### src/rtl/mk_hsk_pkg.sv
// Shared types for the 4-phase source-side handshake controller:
// FSM state encoding and watchdog counter width.
package mk_hsk_pkg;

   typedef enum logic [1:0] {
      IDLE = 2'd0,
      REQ  = 2'd1,
      ACK  = 2'd2
   } hsk_state_e;

   localparam int unsigned WDOG_CNT_W = 16;

endpackage

### src/rtl/mk_sync_l2l.sv
// Level-to-level multi-flop synchronizer with synchronous active-low reset.
// The output is the last flop of a SYNC_STAGE-deep shift chain.
module mk_sync_l2l #(
   parameter int   SYNC_STAGE  = 2,
   parameter logic RESET_VALUE = 1'b0
) (
   input  logic clk,
   input  logic resetn,
   input  logic d_i,
   output logic q_o
);

   logic [SYNC_STAGE-1:0] sync_q;

   always_ff @(posedge clk) begin
      if (!resetn) begin
         sync_q <= {SYNC_STAGE{RESET_VALUE}};
      end else begin
         sync_q[0] <= d_i;
         for (int i = 1; i < SYNC_STAGE; i++) begin
            sync_q[i] <= sync_q[i-1];
         end
      end
   end

   assign q_o = sync_q[SYNC_STAGE-1];

endmodule

### src/rtl/mk_hsk_src_ctrl.sv
// Source side of a 4-phase req/ack clock-domain-crossing handshake.
// Optional per-phase watchdog enabled by defining MK_HSK_SRC_TIMEOUT_EN.
module mk_hsk_src_ctrl
   import mk_hsk_pkg::*;
#(
   parameter int DATA_WIDTH     = 32,
   parameter int SYNC_STAGE     = 2,
   parameter int TIMEOUT_CYCLES = 1024
) (
   input  logic                  clk,
   input  logic                  reset,
   input  logic                  src_valid,
   input  logic [DATA_WIDTH-1:0] src_data,
   output logic                  src_ready,
   output logic                  xfer_req,
   output logic [DATA_WIDTH-1:0] xfer_data,
   input  logic                  xfer_ack,
   output logic                  busy,
   output logic                  timeout_err,
   input  logic                  err_clr
);

   logic                  ack_s;
   logic                  reset_n;
   logic                  accept;
   hsk_state_e            state_q, state_d;
   logic                  xfer_req_q, xfer_req_d;
   logic [DATA_WIDTH-1:0] xfer_data_q, xfer_data_d;

   assign reset_n = ~reset;

   mk_sync_l2l #(
      .SYNC_STAGE  (SYNC_STAGE),
      .RESET_VALUE (1'b0)
   ) u_ack_sync (
      .clk    (clk),
      .resetn (reset_n),
      .d_i    (xfer_ack),
      .q_o    (ack_s)
   );

   // A stale ack still visible in IDLE must drain before a new bundle is taken.
   assign src_ready = (state_q == IDLE) && !ack_s && !reset;
   assign accept    = src_valid && src_ready;

   always_comb begin
      state_d     = state_q;
      xfer_data_d = xfer_data_q;
      case (state_q)
         IDLE: begin
            if (accept) begin
               state_d     = REQ;
               xfer_data_d = src_data;
            end
         end
         REQ: begin
            if (ack_s) state_d = ACK;
         end
         ACK: begin
            if (!ack_s) state_d = IDLE;
         end
         default: state_d = IDLE;
      endcase
      // Registered request: decoded from the next state so it toggles with the FSM.
      xfer_req_d = (state_d == REQ);
   end

   always_ff @(posedge clk) begin
      if (reset) begin
         state_q     <= IDLE;
         xfer_req_q  <= 1'b0;
         xfer_data_q <= '0;
      end else begin
         state_q     <= state_d;
         xfer_req_q  <= xfer_req_d;
         xfer_data_q <= xfer_data_d;
      end
   end

   assign xfer_req  = xfer_req_q;
   assign xfer_data = xfer_data_q;
   assign busy      = (state_q != IDLE);

`ifdef MK_HSK_SRC_TIMEOUT_EN
   localparam logic [WDOG_CNT_W-1:0] WDOG_MAX = WDOG_CNT_W'(TIMEOUT_CYCLES);
   localparam logic [WDOG_CNT_W-1:0] WDOG_PRE = WDOG_CNT_W'(TIMEOUT_CYCLES - 1);
   localparam logic [WDOG_CNT_W-1:0] WDOG_ONE = WDOG_CNT_W'(1);

   logic [WDOG_CNT_W-1:0] wdog_q, wdog_d;
   logic                  err_q, err_d;
   logic                  phase_hold;

   assign phase_hold = (state_d == state_q) && (state_q != IDLE);

   always_comb begin
      wdog_d = wdog_q;
      if (state_d != state_q) begin
         wdog_d = '0;
      end else if (phase_hold && (wdog_q != WDOG_MAX)) begin
         wdog_d = wdog_q + WDOG_ONE;
      end
      // Set fires only on the step into WDOG_MAX, so a clear sticks while saturated.
      err_d = err_q;
      if (err_clr) err_d = 1'b0;
      if (phase_hold && (wdog_q == WDOG_PRE)) err_d = 1'b1;
   end

   always_ff @(posedge clk) begin
      if (reset) begin
         wdog_q <= '0;
         err_q  <= 1'b0;
      end else begin
         wdog_q <= wdog_d;
         err_q  <= err_d;
      end
   end

   assign timeout_err = err_q;
`else
   logic unused_err_clr;
   assign unused_err_clr = err_clr;
   assign timeout_err    = 1'b0;
`endif

endmodule
### config.mk
export PLATFORM = sky130hd
export DESIGN_NAME = mk_hsk_src_ctrl
export DESIGN_NICKNAME = d
export VERILOG_FILES = /design/src/rtl/mk_hsk_pkg.sv /design/src/rtl/mk_sync_l2l.sv /design/src/rtl/mk_hsk_src_ctrl.sv
export SDC_FILE = /design/constraint.sdc
export NUM_CORES = 1
export LEC_CHECK = 0
export ABC_AREA = 0
export CAP_MARGIN = 20
export CORE_ASPECT_RATIO = 1.4
export CORE_MARGIN = 3
export CORE_UTILIZATION = 30
export CTS_CLUSTER_SIZE = 10
export DETAILED_ROUTE_END_ITERATION = 10
export PLACE_DENSITY_LB_ADDON = 0.1
export SLEW_MARGIN = 10
export SYNTH_ARGS = -nofsm -noshare
export SYNTH_HDL_FRONTEND = slang
export SYNTH_SLANG_ARGS = --single-unit
### constraint.sdc
create_clock -name clk -period 1.3 [get_ports clk]
set_input_delay 0.13 -clock clk [delete_from_list [all_inputs] [get_ports clk]]
set_output_delay 0.13 -clock clk [all_outputs]
set_load 0.05 [all_outputs]
==> qor.yml, run 1 <==
job:
  cap_violations: 0
sta:
  finalMaxSlewViolations: 0
  clock_skew_ns: 0.00225
  fin_crit_ns: 1.56
  slew_headroom_pct: 66.4
  hold_viol_final: 0
  tightest_slew_ns: 0.504
  finalSetupViolations: 33
  fin_crit_sh_pct: 120
  whs_ns: 0.396
  fmaxAchievable_mhz: 640
  fin_setup_tns_ns: -5.46
  rsz0062_at_grt: "true"
  setup_ws_ns: -0.261
pwr:
  p_leak_nw: 0.994
  seq_power_share_pct: 41.2
  clkPwrFrac_pct: 33.7
  p_int_mw: 2.18
  peakVddDrop_uv: 683
  switchingPower_mw: 0.829
  p_comb_share_pct: 25.2
  powerDensity_nw_per_um2: 1100
  swShare_pct: 27.6
drt:
  finalWirelength_um: 4510
  wl_met1_um: 1610
  ant_nets: 0
  dr.pass1.iters: 5
  drtIter0Drc: 67
  wl_met3_um: 317
  highest_layer: "met4"
  routedWlPerCell_um: 15.2
  wl_met2_um: 2550
  routed_via_density: 4.98
  drcViolationCount: 0
  vias: 1475
setup_path:
  crit_start: "state_q[1]"
  cp.arrival_ns: 1.43
  worstSetupPathType: "reg -> out"
  cp_slowest_cell: "or4_4"
  reg2reg_from: "state_q[1]"
  startpoint_type: "flip-flop"
  crit_path_end_kind: "output port"
  crit_family: "simple AND/OR/NAND/NOR gates"
  worst-path-buf-inv: 2
  cpPeakStageDelay_ns: 0.60
  crit_path_end: "src_ready"
  rrSetupSlack_ns: -0.19
  reg2reg_depth: 4
  cp.depth: 3
  required_ns: 1.17
  r2r-end: "xfer_data[25]"
  cp_max_fo: 4
  path_cells: "or4_4 -> inv_12 -> buf_12"
synthesis:
  yosys_warnings: 0
  synth_top_area_cell: "dfxtp_1"
  yosysSeqAreaShare_pct: 52.3
  synth_area_um2: 1420
  avgSynthCellArea_um2: 8.68
  ys_seq_elements: 37
  synthesis.nets: 200
  synth_top_area_share_pct: 52.3
  yosysUniqueCellTypes: 20
  ys_top_cells_by_area: "dfxtp_1 52%, a21oi_1 11%, nand3_1 11%"
  syn_inst: 163
clock_tree:
  clock_path_buffers: 2
  cts_tree: "yes"
  h-tree-depth: 2
  cts_buffers: 5
  cts-root-buf: "clkbuf_8"
  insertion_delay_ns: 0.28
  ctsHoldBuffers: 0
  path_clk_slew_ns: 0.07
  clock_sinks: 37
final_layout:
  fillerInstances: 381
  nNetsFinal: 272
  antenna_cells: 0
  area_growth_pct: 93.9
  fin_util_pct: 62.7
  drive_gt1_share_pct: 31.4
worst_hold_path:
  min_path_type: "in -> reg"
  whs_path_depth: 2
  worstHoldStart: "xfer_ack"
placed_design:
  port_buffers: 70
  gp_congestion: 0.672
  post-dp-hpwl_um: 3040
global_routing:
  antenna_found_initial: 0
  grt_pass1_vias: 1527
  grt_overflow: 0
  grt_usage_pct: 16.8
  grt_max_degree: 38
  grt_pass1_wl_um: 7330
status:
  status: "complete, but fails checks"
  failed_checks: "setup timing"
floorplanning:
  pin_count: 73
  die-area_um2: 5590
  coreArea_um2: 4380
  fp.dieH_um: 87.3
  rows: 28
  initial_core_util_pct: 32.3
  die_w_um: 64.0
## cells by family (layout without fill, tap and decap cells)
logic type / after synthesis / after routing / share of synthesized area, %
buf+inv: 20 / 93 / 9.02
compound gates: 64 / 64 / 22.6
xor+xnor: 1 / 1 / 0.619
simple gates: 40 / 40 / 15.1
other cells: 1 / 1 / 0.265
flops: 37 / 37 / 52.3
## repair_timing
item	4_1_cts	5_1_grt
gates resized for setup	7	30
setup buffers	3	0
pin swaps	1	3
gates cloned	2	0
setup endpoints to repair	34	34
## sequential cells by signal, indices dropped and copies added (netlist names)
signal and count:
state_q 2, xfer_req 1, u_ack_sync.sync_q 2, xfer_data 32
## routing by layer
layer / track usage [%] / up-vias
met1: 17.4 / 700
met3: 4.91 / 4
met4: 7.47 / 0
met5: 0 / -
li1: - / 719
met2: 31.0 / 52
## final cells by class
type	instances	area [um2]	share of cell area [%]
sequential	37	743	27.1
tap	60	75.1	2.74
timing repair buffer	81	1150	41.9
inverter	2	20.0	0.730
clock buffer	7	86.3	3.15
timing repair inverter	2	27.5	1.00
multi-input combinational	106	612	22.3
clock inverter	1	30.0	1.09
## cells in the final DEF, fill, tap and decap left out, drive strengths merged, types with 2 or more instances in the layout
cell type,instances
buf,46
dfxtp,37
clkdlybuf4s50,34
nand3,32
a21oi,32
o21ai,32
clkbuf,7
inv,3
nor2b,2
nor4,2
## Yosys cell counts
cell and instances:
buf_4 2, nor2_1 1, nor3b_1 1, inv_6 1, or4_4 1, or2_2 1
nor4_1 2, nor2b_1 2, xnor2_1 1, nand3_1 32, o21ai_1 8, buf_1 1
clkbuf_1 7, o21ai_0 24, buf_8 3, a21oi_1 32, inv_2 1, conb_1 1
buf_2 5, dfxtp_1 37
## worst min path at each step
stage	endpoint	slack [ns]
final	u_ack_sync.sync_q[0]	0.40
after CTS	u_ack_sync.sync_q[0]	0.39
after global placement	u_ack_sync.sync_q[1]	0.42
after floorplan	u_ack_sync.sync_q[0]	0.26
after global routing	xfer_data[21]	0.40
after detailed placement	u_ack_sync.sync_q[1]	0.44
## power groups by stage
stage / logic (mW) / registers, mW / clock network [mW]
after floorplan: 0.213 / 1.39 / 0
after global placement: 0.680 / 1.26 / 0
after detailed placement: 0.689 / 1.26 / 0
after CTS: 0.733 / 1.23 / 1.04
after global routing: 0.798 / 1.24 / 1.07
final: 0.756 / 1.24 / 1.01
## per-stage QoR
stage | std cells | total power [mW] | cell area (um2) | worst slack (ns)
floorplan | 163 | 1.60 | 1450 | -0.103
global placement | 283 | 1.94 | 2490 | -0.420
detailed placement | 283 | 1.95 | 2490 | -0.463
CTS | 296 | 3.01 | 2670 | -0.243
global route | 296 | 3.11 | 2740 | -0.292
finish | 296 | 3.00 | 2740 | -0.261
Note: power is estimated with default switching activity, not from simulation.
==> run 2: changes to the inputs <==
Settings changed: GPL_ROUTABILITY_DRIVEN set to 0.
==> results of run 2 <==
Final layout, timing and power as in run 1 (identical DEF).
